**config.mk**
```make
export PLATFORM = sky130hd
export DESIGN_NAME = uart_rx
export DESIGN_NICKNAME = d
export VERILOG_FILES = /design/src/rtl/uart_pkg.sv /design/src/rtl/uart_rx_fifo.sv /design/src/rtl/uart_rx.sv
export SDC_FILE = /design/constraint.sdc
export NUM_CORES = 1
export LEC_CHECK = 0
export ABC_AREA = 0
export BUFFER_PORTS_ARGS = -buffer_cell sky130_fd_sc_hd__clkbuf_2
export CORE_UTILIZATION = 45
export DETAILED_ROUTE_END_ITERATION = 8
export GPL_ROUTABILITY_DRIVEN = 0
export SLEW_MARGIN = 20
export SYNTH_ARGS = -nofsm -noshare
export SYNTH_HDL_FRONTEND = slang
export SYNTH_SLANG_ARGS = --single-unit
```
**constraint.sdc**
```tcl
create_clock -name clk -period 3.2 [get_ports clk]
set_input_delay 0.48 -clock clk [delete_from_list [all_inputs] [get_ports clk]]
set_output_delay 0.48 -clock clk [all_outputs]
set_load 0.02 [all_outputs]
```
**src/rtl/uart_pkg.sv**
```systemverilog
// uart_pkg -- definitions shared by the UART receiver and transmitter.
//   rx_state_e          : receiver FSM state encoding
//   UART_RX_FIFO_DEPTH  : receive buffer depth, selected by macro UART_RX_FIFO_EN
//                         (defined -> 4-entry FIFO, undefined -> single holding register)
//   calc_cpb()          : clock cycles per serial bit
package uart_pkg;

  typedef enum logic [2:0] {
    StIdle,
    StStart,
    StData,
    StStop,
    StBreak
  } rx_state_e;

`ifdef UART_RX_FIFO_EN
  localparam int unsigned UART_RX_FIFO_DEPTH = 4;
`else
  localparam int unsigned UART_RX_FIFO_DEPTH = 1;
`endif

  // Clock cycles per bit; callers keep the result >= 8 so mid-bit sampling has margin.
  function automatic int unsigned calc_cpb(int unsigned clk_hz, int unsigned bit_rate);
    return clk_hz / bit_rate;
  endfunction

endpackage

```
**src/rtl/uart_rx_fifo.sv**
```systemverilog
// uart_rx_fifo -- small synchronous FIFO holding received bytes.
//   clk_i    : clock
//   rst_ni   : asynchronous active-low reset (empties the buffer, clears storage)
//   push_i   : write wdata_i; ignored when full unless pop_i is also high
//   pop_i    : drop the head entry; ignored when empty
//   wdata_i  : byte to store
//   rdata_o  : head entry
//   empty_o  : no entries stored
//   full_o   : Depth entries stored
module uart_rx_fifo #(
  parameter int unsigned Depth = 1,
  parameter int unsigned Width = 8
) (
  input  logic             clk_i,
  input  logic             rst_ni,
  input  logic             push_i,
  input  logic             pop_i,
  input  logic [Width-1:0] wdata_i,
  output logic [Width-1:0] rdata_o,
  output logic             empty_o,
  output logic             full_o
);

  localparam int unsigned AW = (Depth > 1) ? $clog2(Depth) : 1;

  // Pointer = {wrap bit, index}; the wrap bit tells full from empty when indices match.
  typedef logic [AW:0] ptr_t;

  ptr_t             wr_ptr_q, wr_ptr_d;
  ptr_t             rd_ptr_q, rd_ptr_d;
  logic [Width-1:0] mem_q [Depth];
  logic             do_push, do_pop;

  // Index wraps modulo Depth (need not be a power of two); wrap bit toggles on wrap.
  function automatic ptr_t ptr_inc(ptr_t p);
    if (p[AW-1:0] == AW'(Depth - 1)) begin
      return {~p[AW], {AW{1'b0}}};
    end
    return p + ptr_t'(1);
  endfunction

  assign empty_o = (wr_ptr_q == rd_ptr_q);
  assign full_o  = (wr_ptr_q[AW] != rd_ptr_q[AW]) && (wr_ptr_q[AW-1:0] == rd_ptr_q[AW-1:0]);
  assign rdata_o = mem_q[rd_ptr_q[AW-1:0]];

  // A pop while full frees the slot the simultaneous push uses.
  assign do_pop  = pop_i & ~empty_o;
  assign do_push = push_i & (~full_o | pop_i);

  always_comb begin
    wr_ptr_d = wr_ptr_q;
    rd_ptr_d = rd_ptr_q;
    if (do_push) wr_ptr_d = ptr_inc(wr_ptr_q);
    if (do_pop)  rd_ptr_d = ptr_inc(rd_ptr_q);
  end

  always_ff @(posedge clk_i or negedge rst_ni) begin
    if (!rst_ni) begin
      wr_ptr_q <= '0;
      rd_ptr_q <= '0;
      for (int i = 0; i < int'(Depth); i++) mem_q[i] <= '0;
    end else begin
      wr_ptr_q <= wr_ptr_d;
      rd_ptr_q <= rd_ptr_d;
      if (do_push) mem_q[wr_ptr_q[AW-1:0]] <= wdata_i;
    end
  end

endmodule

```
**src/rtl/uart_rx.sv**
```systemverilog
// uart_rx -- 8N1 UART receiver with receive buffer and sticky error flags.
// Buffer depth: macro UART_RX_FIFO_EN defined -> 4-entry FIFO, undefined -> 1 entry.
//   clk               : clock, rising edge
//   resetn            : asynchronous active-low reset
//   uart_rxd          : serial input, idle high, asynchronous to clk
//   uart_rx_read      : pop the head byte (one per cycle high)
//   uart_rx_clear     : clear frame_err and overrun (a same-cycle set wins)
//   uart_rx_data      : head byte, meaningful while uart_rx_valid is high
//   uart_rx_valid     : buffer not empty
//   uart_rx_frame_err : sticky, a stop bit was sampled low
//   uart_rx_overrun   : sticky, a byte was dropped because the buffer was full
//   uart_rx_busy      : receiver FSM not idle
module uart_rx
  import uart_pkg::*;
#(
  parameter int unsigned CLK_HZ   = 64_000_000,
  parameter int unsigned BIT_RATE = 4_000_000
) (
  input  logic       clk,
  input  logic       resetn,
  input  logic       uart_rxd,
  input  logic       uart_rx_read,
  input  logic       uart_rx_clear,
  output logic [7:0] uart_rx_data,
  output logic       uart_rx_valid,
  output logic       uart_rx_frame_err,
  output logic       uart_rx_overrun,
  output logic       uart_rx_busy
);

  localparam int unsigned CPB = calc_cpb(CLK_HZ, BIT_RATE);
  localparam int unsigned CW  = $clog2(CPB);
  localparam logic [CW-1:0] HalfLoad = CW'(CPB / 2 - 1);
  localparam logic [CW-1:0] FullLoad = CW'(CPB - 1);

  rx_state_e     state_q, state_d;
  logic [CW-1:0] cnt_q, cnt_d;
  logic [2:0]    bit_q, bit_d;
  logic [7:0]    shift_q, shift_d;
  logic          rxd_meta_q, rxd_sync_q, rxd_prev_q;
  logic [1:0]    sync_ok_q;
  logic          frame_err_q, frame_err_d;
  logic          overrun_q, overrun_d;
  logic          rx_fall, push, frame_set, overrun_set;
  logic          fifo_empty, fifo_full;

  // Synchroniser. sync_ok_q marks when rxd_sync_q holds a real line sample rather than
  // its reset value; rxd_prev_q stays low until then, so a line that is already low at
  // reset release is never mistaken for a start edge.
  always_ff @(posedge clk or negedge resetn) begin
    if (!resetn) begin
      rxd_meta_q <= 1'b1;
      rxd_sync_q <= 1'b1;
      rxd_prev_q <= 1'b0;
      sync_ok_q  <= 2'b00;
    end else begin
      rxd_meta_q <= uart_rxd;
      rxd_sync_q <= rxd_meta_q;
      rxd_prev_q <= sync_ok_q[1] ? rxd_sync_q : 1'b0;
      sync_ok_q  <= {sync_ok_q[0], 1'b1};
    end
  end

  assign rx_fall = rxd_prev_q & ~rxd_sync_q;

  always_comb begin
    state_d   = state_q;
    cnt_d     = cnt_q;
    bit_d     = bit_q;
    shift_d   = shift_q;
    push      = 1'b0;
    frame_set = 1'b0;
    unique case (state_q)
      StIdle: begin
        if (rx_fall) begin
          state_d = StStart;
          cnt_d   = HalfLoad;
        end
      end
      StStart: begin
        if (cnt_q == '0) begin
          if (!rxd_sync_q) begin
            state_d = StData;
            cnt_d   = FullLoad;
            bit_d   = '0;
          end else begin
            state_d = StIdle;  // glitch, not a start bit
          end
        end else begin
          cnt_d = cnt_q - 1'b1;
        end
      end
      StData: begin
        if (cnt_q == '0) begin
          shift_d = {rxd_sync_q, shift_q[7:1]};  // LSB arrives first
          cnt_d   = FullLoad;
          if (bit_q == 3'd7) state_d = StStop;
          else               bit_d   = bit_q + 1'b1;
        end else begin
          cnt_d = cnt_q - 1'b1;
        end
      end
      StStop: begin
        if (cnt_q == '0) begin
          if (rxd_sync_q) begin
            push    = 1'b1;
            state_d = StIdle;
          end else begin
            frame_set = 1'b1;
            state_d   = StBreak;
          end
        end else begin
          cnt_d = cnt_q - 1'b1;
        end
      end
      StBreak: begin
        if (rxd_sync_q) state_d = StIdle;
      end
      default: state_d = StIdle;
    endcase
  end

  assign overrun_set = push & fifo_full & ~uart_rx_read;

  always_comb begin
    frame_err_d = frame_err_q;
    overrun_d   = overrun_q;
    if (uart_rx_clear) begin
      frame_err_d = 1'b0;
      overrun_d   = 1'b0;
    end
    if (frame_set)   frame_err_d = 1'b1;
    if (overrun_set) overrun_d   = 1'b1;
  end

  always_ff @(posedge clk or negedge resetn) begin
    if (!resetn) begin
      state_q     <= StIdle;
      cnt_q       <= '0;
      bit_q       <= '0;
      shift_q     <= '0;
      frame_err_q <= 1'b0;
      overrun_q   <= 1'b0;
    end else begin
      state_q     <= state_d;
      cnt_q       <= cnt_d;
      bit_q       <= bit_d;
      shift_q     <= shift_d;
      frame_err_q <= frame_err_d;
      overrun_q   <= overrun_d;
    end
  end

  uart_rx_fifo #(
    .Depth (UART_RX_FIFO_DEPTH),
    .Width (8)
  ) u_fifo (
    .clk_i   (clk),
    .rst_ni  (resetn),
    .push_i  (push),
    .pop_i   (uart_rx_read),
    .wdata_i (shift_q),
    .rdata_o (uart_rx_data),
    .empty_o (fifo_empty),
    .full_o  (fifo_full)
  );

  assign uart_rx_valid     = ~fifo_empty;
  assign uart_rx_frame_err = frame_err_q;
  assign uart_rx_overrun   = overrun_q;
  assign uart_rx_busy      = (state_q != StIdle);

endmodule
```
==> results of run 1 <==
==> where the power goes <==
part           internal (mW)  switching (mW)
clock                  0.106           0.142
combinational          0.142           0.168
sequential             0.509          0.0822
total                  0.757           0.392
==> synthesized netlist by cell type <==
library cell,number
a21oi_1,1
a22o_1,1
a2bb2oi_1,1
a31oi_1,1
a32oi_1,1
and2_1,1
and4_1,1
buf_2,1
buf_6,1
clkbuf_1,3
conb_1,1
dfrtp_1,33
dfstp_2,2
ha_1,3
inv_1,8
mux2_1,7
mux2_2,5
mux2_4,8
mux2i_1,2
nand2_1,5
nand2b_1,4
nand3_2,1
nand3b_1,1
nand4_1,1
nor2_1,10
nor3_1,4
nor3b_4,1
o21a_1,2
o21ai_0,2
o221ai_1,1
o22ai_1,4
or3_1,2
or3b_1,1
xor2_1,1
==> state kept, by name, indices dropped and copies added, names as in the netlist, 2 cells and up <==
register	cells
sync_ok_q	2
shift_q	8
bit_q	3
u_fifo.mem_q	8
cnt_q	4
state_q	3
==> kinds of logic (layout without fill, tap and decap cells) <==
group           count (synthesis)  count (layout)  synth area share [%]
mux                            22              22                 17.90
compound gates                 14              14                 6.265
other cells                     1               1                0.2439
buf+inv                        13              32                 3.743
flops                          35              35                 57.12
xor+xnor                        1               1                0.5697
fa+ha+maj                       3               3                 2.441
simple gates                   32              32                 11.72
==> per-layer routing <==
layer,global-route usage (%),vias up
li1,-,453
met1,20.33,476
met2,26.69,17
met3,5.970,7
met4,5.844,0
met5,0,-
==> critical path, delay by kind of cell, from the launching register on <==
kind | cells | cell delay (ns)
multiplexers | 1 | 0.38
buffers and inverters | 1 | 0.07
flip-flops | 1 | 0.43
AND/OR/NAND/NOR | 2 | 0.91
adder cells (fa/ha/maj) | 1 | 0.24
==> stage by stage <==
stage                     cell area [um2]  power (mW)  util [%]  hold slack [ns]
final                                1705       1.148     54.09           0.2240
after detailed placement             1645      0.9123     52.18           0.3358
after global routing                 1705       1.238     54.09           0.2002
after floorplan                      1538      0.8361         -           0.1844
after global placement               1645      0.9036     52.18           0.3355
after CTS                            1705       1.161     54.09           0.2095
==> final cells by class <==
type / instances / area [um2]
Tap cell: 44 / 55.05
Sequential cell: 35 / 878.3
Clock inverter: 1 / 5.005
Clock buffer: 7 / 55.05
Multi-Input combinational cell: 73 / 601.8
Timing Repair Buffer: 16 / 80.08
Inverter: 8 / 30.03
Fill cell: 288 / 1448
==> final timing paths <==
path / from / end / slack [ns] / cells after the start
worst max-delay path: cnt_q[0] / shift_q[1] / 1.08 / 5
worst min-delay path: uart_rxd / rxd_meta_q / 0.22 / 1
worst max register to register: cnt_q[0] / shift_q[1] / 1.08 / 5
worst min register to register: sync_ok_q[0] / sync_ok_q[1] / 0.36 / 0
max in group asynchronous: resetn / state_q[0] / 2.44 / 1
min in group asynchronous: resetn / shift_q[0] / 0.23 / 1
==> summary.md, run 1 <==
| Metric | Value |
|---|---|
| Area share of the largest cell type after synthesis | 53.70% |
| Wire per inst | roughly 13 um |
| Clk_lat worst skew | approximately 0.34 ns |
| All-Layer GR Usage | 16.45% |
| Clock Tree Root | clkbuf_4 |
| FP Rows | 20 |
| Clk sink count | 35 |
| # DRC | 0 |
| Final antenna-violating net count | 0 |
| Critical path required time | 3.43 ns |
| Met3 WL post-DR | 111 um |
| Final min period | about 2.1 ns |
| Io pins | 17 |
| Dpl cells | 176 |
| Initial DRT Pass Iterations | 4 |
| CP startpoint kind | register |
| Post-Layout Cell Count | 184 |
| Synth Instances | 121 |
| Final setup viols | 0 |
| Slew Limit Fails | 0 |
| Top Metal Used | met4 |
| CTS tree | yes |
| Least-Margin Pin Slew | 0.8430 ns |
| Vias in the first global route | about 960 |
| Most common cell after layout, fill and taps aside | dfrtp_1 |
| CTS clk-pin slew, worst paths | 0.10 ns |
| Total Wirelength | between 2 and 2.5 mm |
| CTS Buf Count | 5 |
| Initial antenna violation count | 0 |
| Pwr per Cell Area | 673.3 mW/mm2 |
| Layout area overhead | 10.90% |
| Global-route wire length before repair | between 4 and 5 mm |
| Mean post-synth cell area | 12.71 um2 |
| Crit path DAT | 2.35 ns |
| PostCTS Resize Cnt | 0 |
| Setup TNS | 0 ns |
| Cell taking the most area after synthesis | dfrtp_1 |
| Starting Density | 48.77% |
| Synth top area cells | dfrtp_1 54%, mux2_4 7.8%, mux2_1 5.1% |
| Maxcap violations | 0 |
| Syn Std Cell Area | approximately 0.0015 mm2 |
| Vias per cell | a little over 5 |
| RSZ-0062 raised after global routing | false |
| Slew HR | 43.80% |
| Post-CTS setup repair buffer count | 0 |
| Metal2 WL | roughly 1.2 mm |
| Critical Path, Cell by Cell | inv_1 -> ha_1 -> nor3b_4 -> or3b_1 -> mux2_4 |
| CP Max Fanout | 8 |
| Commonest cells after routing, fill and taps aside | 33 x dfrtp_1, 16 x clkbuf_2, 10 x nor2_1, 8 x inv_1, 8 x mux2_4 |
| Final period utilization | 66.29% |
| Status | complete, no violations |
| Placeable Area | 0.003153 mm2 |
| Post-synthesis sequential area ratio | 57.12% |
| Hold Path Class | input pin to register |
| Port Buffers | 16 |
| Final net count | between 100 and 150 |
| Hold Buf Count CTS | 0 |
| Largest net degree at the start of global routing | 36 |
| Worst slack at placement | about 1.1 ns |
| Fraction of layout cells with a size suffix above 1 | 28.57% |
| DRT met1 WL | 1.161 mm |
| Worst Skew | roughly 0.013 ns |
| Global route total overflow | 0 |
| Crit-path slowest cell | or3b_1 |
| Number of H-tree levels | 2 |
| Worst setup margin | 1.079 ns |
| Antenna Cells | 0 |
| Die area | 0.003655 mm2 |
| Final hold violations | 0 |
| Syn nets | between 100 and 150 |
| CP Capture Type | register |
| Detailed Route Iter0 Violations | 21 |
| DR vias | 953 |
| Pleak | 0.8700 nW |
| Max incr delay on CP | 0.60 ns |
| Die width | a little over 60 um |
| Yosys Warn Count | 0 |
| Distinct cell type count after synthesis | 34 |
| Die extent in y | approximately 60 um |
| DPL Wire Length | ~1.8 mm |
| Clk buf depth | 2 |
| FF+latch count, synth | 35 |
| Maximum vdd drop | 357.9 uV |
| Class of the most critical setup path | register to register |
| Fmax | 471.4 MHz |
Power figures use the tool's default switching activity.
==> run 2: changes to the inputs <==
--- a/config.mk
+++ b/config.mk
@@ -10,6 +10,7 @@
 export CORE_UTILIZATION = 45
 export DETAILED_ROUTE_END_ITERATION = 8
 export GPL_ROUTABILITY_DRIVEN = 0
+export PLACE_DENSITY = 0.66
 export SLEW_MARGIN = 20
 export SYNTH_ARGS = -nofsm -noshare
 export SYNTH_HDL_FRONTEND = slang
==> constraint.sdc (replaced) <==
create_clock -name clk -period 1.8 [get_ports clk]
set_input_delay 0.27 -clock clk [delete_from_list [all_inputs] [get_ports clk]]
set_output_delay 0.27 -clock clk [all_outputs]
set_load 0.02 [all_outputs]
==> summary.md, run 2 (synthesized netlist as in run 1, its figures left out) <==
| Metric | Value |
|---|---|
| Combinational fraction of design power | 30.2% (+3.3 points) |
| Wire per inst | 13.35 um (-1.0%) |
| Global route total overflow | 0 (unchanged) |
| Commonest cells after routing, fill and taps aside | 33 x dfrtp_1, 16 x clkbuf_2, 10 x nor2_1, 8 x mux2_4, 8 x buf_4 |
| Pleak | 0.9493 nW (+9.1%) |
| Vias in the first global route | 979 (+2.1%) |
| DPL Wire Length | 1.911 mm (+7.9%) |
| Placeable Area | 0.003153 mm2 (unchanged) |
| Area of the multi-input gates | 628.1 um2 (+4.4%) |
| Clk buf depth | 2 (unchanged) |
| Clock power share | 28.2% (+6.6 points) |
| Clk sink count | 35 (unchanged) |
| Starting Density | 48.77% (unchanged) |
| Final period utilization | 96.60% (+30 points) |
| Final min period | 1.739 ns (-0.3824 ns) |
| Fraction of layout cells with a size suffix above 1 | 34.87% (+6.3 points) |
| Global-route wire length before repair | 4.491 mm (+5.3%) |
| FP Rows | 20 (unchanged) |
| Final setup viols | 0 (unchanged) |
| Hold Path Class | input pin to register |
| Initial antenna violation count | 0 (unchanged) |
| Maxcap violations | 0 (unchanged) |
| Sw frac | 31.32% (-2.8 points) |
| Seq pwr share | 41.6% (-9.8 points) |
| Vias per cell | 4.959 (-4.3%) |
| DR vias | 972 (+2.0%) |
| Die extent in y | 60.46 um (unchanged) |
| CTS tree | yes |
| CTS clk-pin slew, worst paths | 0.10 ns (about the same) |
| Clk_lat worst skew | 0.33 ns (about the same) |
| RSZ-0062 raised after global routing | false |
| Regs by FF count | shift_q (8), u_fifo.mem_q (8), cnt_q (4) |
| Worst slack at placement | 0.03584 ns (-1.047 ns) |
| CP startpoint kind | register |
| CTS Buf Count | 5 (unchanged) |
| Final hold violations | 0 (unchanged) |
| Io pins | 17 (unchanged) |
| Most common cell after layout, fill and taps aside | dfrtp_1 |
| Initial DRT Pass Iterations | 4 (unchanged) |
| Register Area | 878.3 um2 (unchanged) |
| Worst setup margin | 0.06117 ns (-1.018 ns) |
| Detailed Route Iter0 Violations | 38 (+81%) |
| Post-CTS setup repair buffer count | 0 (unchanged) |
| Slew Limit Fails | 0 (unchanged) |
| Status | complete, no violations |
| # DRC | 0 (unchanged) |
| Pwr per Cell Area | 1307 mW/mm2 (+94%) |
| CP Max Fanout | 8 (unchanged) |
| Die area | 0.003655 mm2 (unchanged) |
| Die width | 60.46 um (unchanged) |
| Maximum vdd drop | 886.6 uV (+150%) |
| Class of the most critical setup path | register to register |
| Port Buffers | 16 (unchanged) |
| Critical path required time | 2.02 ns (-1.41 ns) |
| Final net count | 159 (+8.2%) |
| Switching power total | 0.7710 mW (+97%) |
| CP Capture Type | register |
| Crit path DAT | 1.96 ns (-0.39 ns) |
| Worst reg2reg setup slack | 0.06 ns (-1.02 ns) |
| Total Wirelength | 2.617 mm (+5.4%) |
| Setup TNS | 0 ns (unchanged) |
| Worst Skew | 0.005568 ns (-0.007359 ns) |
| Layout area overhead | 22.54% |
| Pint | 1.691 mW (+120%) |
| Antenna Cells | 0 (unchanged) |
| All-Layer GR Usage | 17.72% (+1.3 points) |
| Final antenna-violating net count | 0 (unchanged) |
| # fillers | 285 (-1.0%) |
| Number of H-tree levels | 2 (unchanged) |
| Clock Tree Root | clkbuf_4 |
| Largest net degree at the start of global routing | 19 (-47%) |
| Fmax | 575.1 MHz (+22%) |
## run 2: cell types whose count changed in the layout (fill, tap and decap cells not counted), sizes merged
cell / previous run / this run
buf: 0 / 10
clkbuf: 23 / 22
dlygate4sd3: 0 / 2
clkinv: 1 / 0
bufinv: 0 / 2
## run 2: final cells by class
class | count | share of cell area [%]
clock buffers | 6 | 2.191
flip-flops and latches | 35 | 46.61
inverters | 8 | 1.594
well taps | 44 | 2.922
repair buffers | 28 | 10.16
clock inverters | 2 | 3.187
multi-input cells | 73 | 33.33
## run 2: worst max-delay path, cell delays in order, from the launching register on
cell and delay (ns):
dfrtp_1 0.41, inv_2 0.08, ha_4 0.13, nor3b_4 0.18, or3b_1 0.38, buf_6 0.16
mux2_4 0.30
## run 2: worst paths after layout
check | startpoint | to | cells after the start
setup / recovery | cnt_q[1] | shift_q[5] | 6
hold / removal | uart_rx_clear | uart_rx_overrun | 2
setup reg to reg | cnt_q[1] | shift_q[5] | 6
hold reg to reg | sync_ok_q[0] | sync_ok_q[1] | 0
max in group asynchronous | resetn | bit_q[1] | 3
min in group asynchronous | resetn | u_fifo.mem_q[6] | 2
## run 2: layer usage
metal | track usage [%] | up-vias | part of all wire [%] | routed length (um)
met1 | 22.58 | 470 | 47 | 1243
met3 | 4.478 | 5 | 2.4 | 62
met5 | 0 | - | 0 | 0
li1 | - | 481 | - | -
met2 | 27.32 | 16 | 48 | 1261
met4 | 10.71 | 0 | 1.9 | 49
## run 2: stage by stage
step	instances	instance area [um2]	power, mW	utilization, %	hold WS, ns
floorplan	121	1550	1.507	-	-0.02559
global placement	186	1745	1.716	55.36	0.2424
detailed placement	186	1745	1.758	55.36	0.2494
CTS	196	1867	2.465	59.21	0.1179
global route	196	1884	2.632	59.76	0.1284
finish	196	1884	2.462	59.76	0.1426
## run 2: repair_timing
action | in CTS | in global routing
hold buffers | 2 | 0
setup endpoints to repair | 0 | 19
endpoints found under the hold margin | 16 | 0
gates resized for setup | 0 | 4
## run 2: power by group through the flow
stage                     clock network [mW]  logic (mW)  registers (mW)
final                                  0.693       0.744            1.02
after CTS                              0.715       0.730            1.02
after global placement                     0       0.689            1.03
after detailed placement                   0       0.722            1.04
after floorplan                            0       0.510           0.997
after global routing                   0.753       0.836            1.04
==> run 3: changes to the inputs <==
--- a/config.mk
+++ b/config.mk
@@ -5,7 +5,7 @@
 export SDC_FILE = /design/constraint.sdc
 export NUM_CORES = 1
 export LEC_CHECK = 0
-export ABC_AREA = 0
+export ABC_AREA = 1
 export BUFFER_PORTS_ARGS = -buffer_cell sky130_fd_sc_hd__clkbuf_2
 export CORE_UTILIZATION = 45
 export DETAILED_ROUTE_END_ITERATION = 8
==> summary.md, run 3 <==
| Metric | Value |
|---|---|
| Critical Path, Cell by Cell | inv_1 -> ha_1 -> nand2_1 -> nor3_4 -> nand2_4 -> nand2_1 -> nand2_1 |
| Largest net degree at the start of global routing | 36 (+17) |
| Worst Skew | 0.008911 ns (+0.003343 ns) |
| Class of the most critical setup path | register to register |
| Detailed Route Iter0 Violations | 32 (-16%) |
| Number of H-tree levels | 2 (unchanged) |
| Placeable Area | 0.003390 mm2 (+7.5%) |
| Synth top area cells | dfrtp_1 51%, nand2_1 14%, inv_1 4.6% |
| Layout area overhead | 13.54% |
| Maxcap violations | 0 (unchanged) |
| Critical path required time | 2.04 ns (+0.02 ns) |
| Post-Layout Cell Count | 261 (+33%) |
| Hold slack | 0.1273 ns (-0.01535 ns) |
| Pleak | 0.9933 nW (+4.6%) |
| DR vias | 1293 (+33%) |
| Number of synthesized flops with an enable pin | 0 (unchanged) |
| Final net count | 222 (+40%) |
| Final setup viols | 0 (unchanged) |
| Total Wirelength | 2.998 mm (+15%) |
| Crit-path slowest cell | dfrtp_1 |
| CP startpoint kind | register |
| Global-route wire length before repair | 4.974 mm (+11%) |
| Mean post-synth cell area | 8.508 um2 (-33%) |
| FF+latch count, synth | 35 (unchanged) |
| Final min period | 1.606 ns (-0.1331 ns) |
| Die width | 61.94 um (+2.4%) |
| Antenna Cells | 0 (unchanged) |
| Starting Density | 47.69% (-1.1 points) |
| Async set-or-reset flop fraction in the synthesized netlist | 100.0% (unchanged) |
| Final period utilization | 89.21% (-7.4 points) |
| CTS clk-pin slew, worst paths | 0.11 ns (about the same) |
| Dpl cells | 251 (+35%) |
| All-Layer GR Usage | 18.69% (+0.96 points) |
| Most common cell after layout, fill and taps aside | nand2_1 |
| Clk buf depth | 2 (unchanged) |
| FP Rows | 21 (+5.0%) |
| Setup TNS | 0 ns (unchanged) |
| Yosys Warn Count | 0 (unchanged) |
| Crit path DAT | 1.84 ns (-0.12 ns) |
| Max incr delay on CP | 0.37 ns (-0.04 ns) |
| Regs by FF count | shift_q (8), u_fifo.mem_q (8), cnt_q (4) |
| Fraction of layout cells with a size suffix above 1 | 18.60% (-16 points) |
| Pwr per Cell Area | 1319 mW/mm2 (+0.92%) |
| Distinct cell type count after synthesis | 26 (-24%) |
| Fmax | 622.8 MHz (+8.3%) |
| CTS Buf Count | 5 (unchanged) |
| # DRC | 0 (unchanged) |
| Port Buffers | 16 (unchanged) |
| Commonest cells after routing, fill and taps aside | 61 x nand2_1, 33 x dfrtp_1, 20 x inv_1, 16 x clkbuf_2, 15 x nand3_1 |
| Syn nets | 198 (+53%) |
| RSZ-0062 raised after global routing | false |
| Slew Limit Fails | 0 (unchanged) |
| DPL Wire Length | 2.196 mm (+15%) |
| Status | complete, no violations |
| CTS tree | yes |
| Final hold violations | 0 (unchanged) |
| Total power | 2.420 mW (-1.7%) |
| CP Max Fanout | 9 (+1) |
| Worst reg2reg setup slack | 0.19 ns (+0.13 ns) |
| Vias per cell | 4.954 (-0.10%) |
| CP Capture Type | register |
| Ys flop type | dfrtp_1 |
| Area share of the largest cell type after synthesis | 51.08% (-2.6 points) |
| Hold Path Class | input pin to register |
| Post-synthesis sequential area ratio | 54.33% (-2.8 points) |
| Synth Instances | 190 (+57%) |
| Clk sink count | 35 (unchanged) |
| Syn Std Cell Area | 0.001617 mm2 (+5.1%) |
| PostCTS Resize Cnt | 0 (unchanged) |
| Maximum vdd drop | 656.7 uV (-26%) |
| Initial DRT Pass Iterations | 4 (unchanged) |
| Initial antenna violation count | 0 (unchanged) |
| Io pins | 17 (unchanged) |
| Cell taking the most area after synthesis | dfrtp_1 |
| Most frequent cell after synthesis | nand2_1 |
| Cell mode on critical path | nand2_1 |
| Clock Tree Root | clkbuf_4 |
| Vias in the first global route | 1103 (+13%) |
| Wire per inst | 11.49 um (-14%) |
| Global route total overflow | 0 (unchanged) |
| Clk_lat worst skew | 0.34 ns (about the same) |
| Die area | 0.003836 mm2 (+5.0%) |
| # fillers | 318 (+12%) |
| Commonest cells in the netlist | 61 x nand2_1, 33 x dfrtp_1, 20 x inv_1, 15 x nand3_1, 14 x nor2_1 |
| Die extent in y | 61.94 um (+2.4%) |
| Final antenna-violating net count | 0 (unchanged) |
run 3: changes by cell type after synthesis, sizes merged, moves of 3 or more:
cell | before | now
o22ai | 4 | 1
nor2 | 10 | 18
nand2 | 5 | 65
mux2 | 20 | 0
inv | 8 | 22
nor3 | 4 | 1
nand2b | 4 | 0
clkbuf | 3 | 0
nand4 | 1 | 5
nand3 | 1 | 15
o21ai | 2 | 11
a21oi | 1 | 5
run 3: layout make-up:
| class | instances | area, um2 | area share, % |
|---|---|---|---|
| Multi-Input combinational cell | 131 | 636.9 | 34.70 |
| Clock buffer | 7 | 65.06 | 3.545 |
| Clock inverter | 1 | 7.507 | 0.4090 |
| Inverter | 22 | 82.58 | 4.499 |
| Sequential cell | 35 | 878.3 | 47.85 |
| Tap cell | 46 | 57.56 | 3.136 |
| Timing Repair Buffer | 19 | 107.6 | 5.862 |
run 3: layer usage:
layer / track usage [%] / wire [um]
met5: 0 / 0
met4: 9.524 / 63
met3: 5.590 / 138
met2: 27.34 / 1347
met1: 25.20 / 1448
run 3: stage by stage:
step | util (%) | area (um2) | setup WS [ns]
2_1_floorplan | - | 1617 | 0.3661
6_report | 54.15 | 1836 | 0.1942
3_3_place_gp | 51.42 | 1743 | 0.2825
3_5_place_dp | 51.42 | 1743 | 0.2057
5_1_grt | 54.15 | 1836 | 0.02598
4_1_cts | 54.15 | 1836 | 0.1874
run 3: kinds of logic after synthesis:
family / count (synthesis) / share of synthesized area (%)
adders and majority gates: 3 / 2.322
AOI/OAI and AO/OA: 20 / 6.811
xor gates and xnor gates: 1 / 0.5419
and+or+nand+nor: 106 / 29.49
other: 1 / 0.2320
DFF: 35 / 54.33
buffers and inverters: 24 / 6.270
run 3: where the power goes:
group          switching, mW  internal (mW)
registers              0.142          0.945
logic                  0.566          0.277
clock network          0.262          0.228
total                  0.970           1.45
run 3: critical path, delay by kind of cell, from the launching register on:
family                     cells  cell delay (ns)
and+or+nand+nor                5             0.77
buffers and inverters          1             0.12
adders and majority gates      1             0.25
DFF                            1             0.37
run 3: worst paths after layout:
path                               start         endpoint  depth (start not counted)
setup reg to reg                cnt_q[0]  u_fifo.mem_q[7]                          7
max in group asynchronous         resetn       rxd_meta_q                          3
hold / removal             uart_rx_clear  uart_rx_overrun                          2
hold reg to reg               rxd_meta_q       rxd_sync_q                          0
min in group asynchronous         resetn       state_q[1]                          3
setup / recovery                cnt_q[0]  u_fifo.mem_q[7]                          7
run 3: timing repair:
action | CTS | global route
hold endpoints to repair | 34 | 0
hold buffers | 2 | 0
endpoints found under the setup margin | 0 | 0
setup buffers | 0 | 0
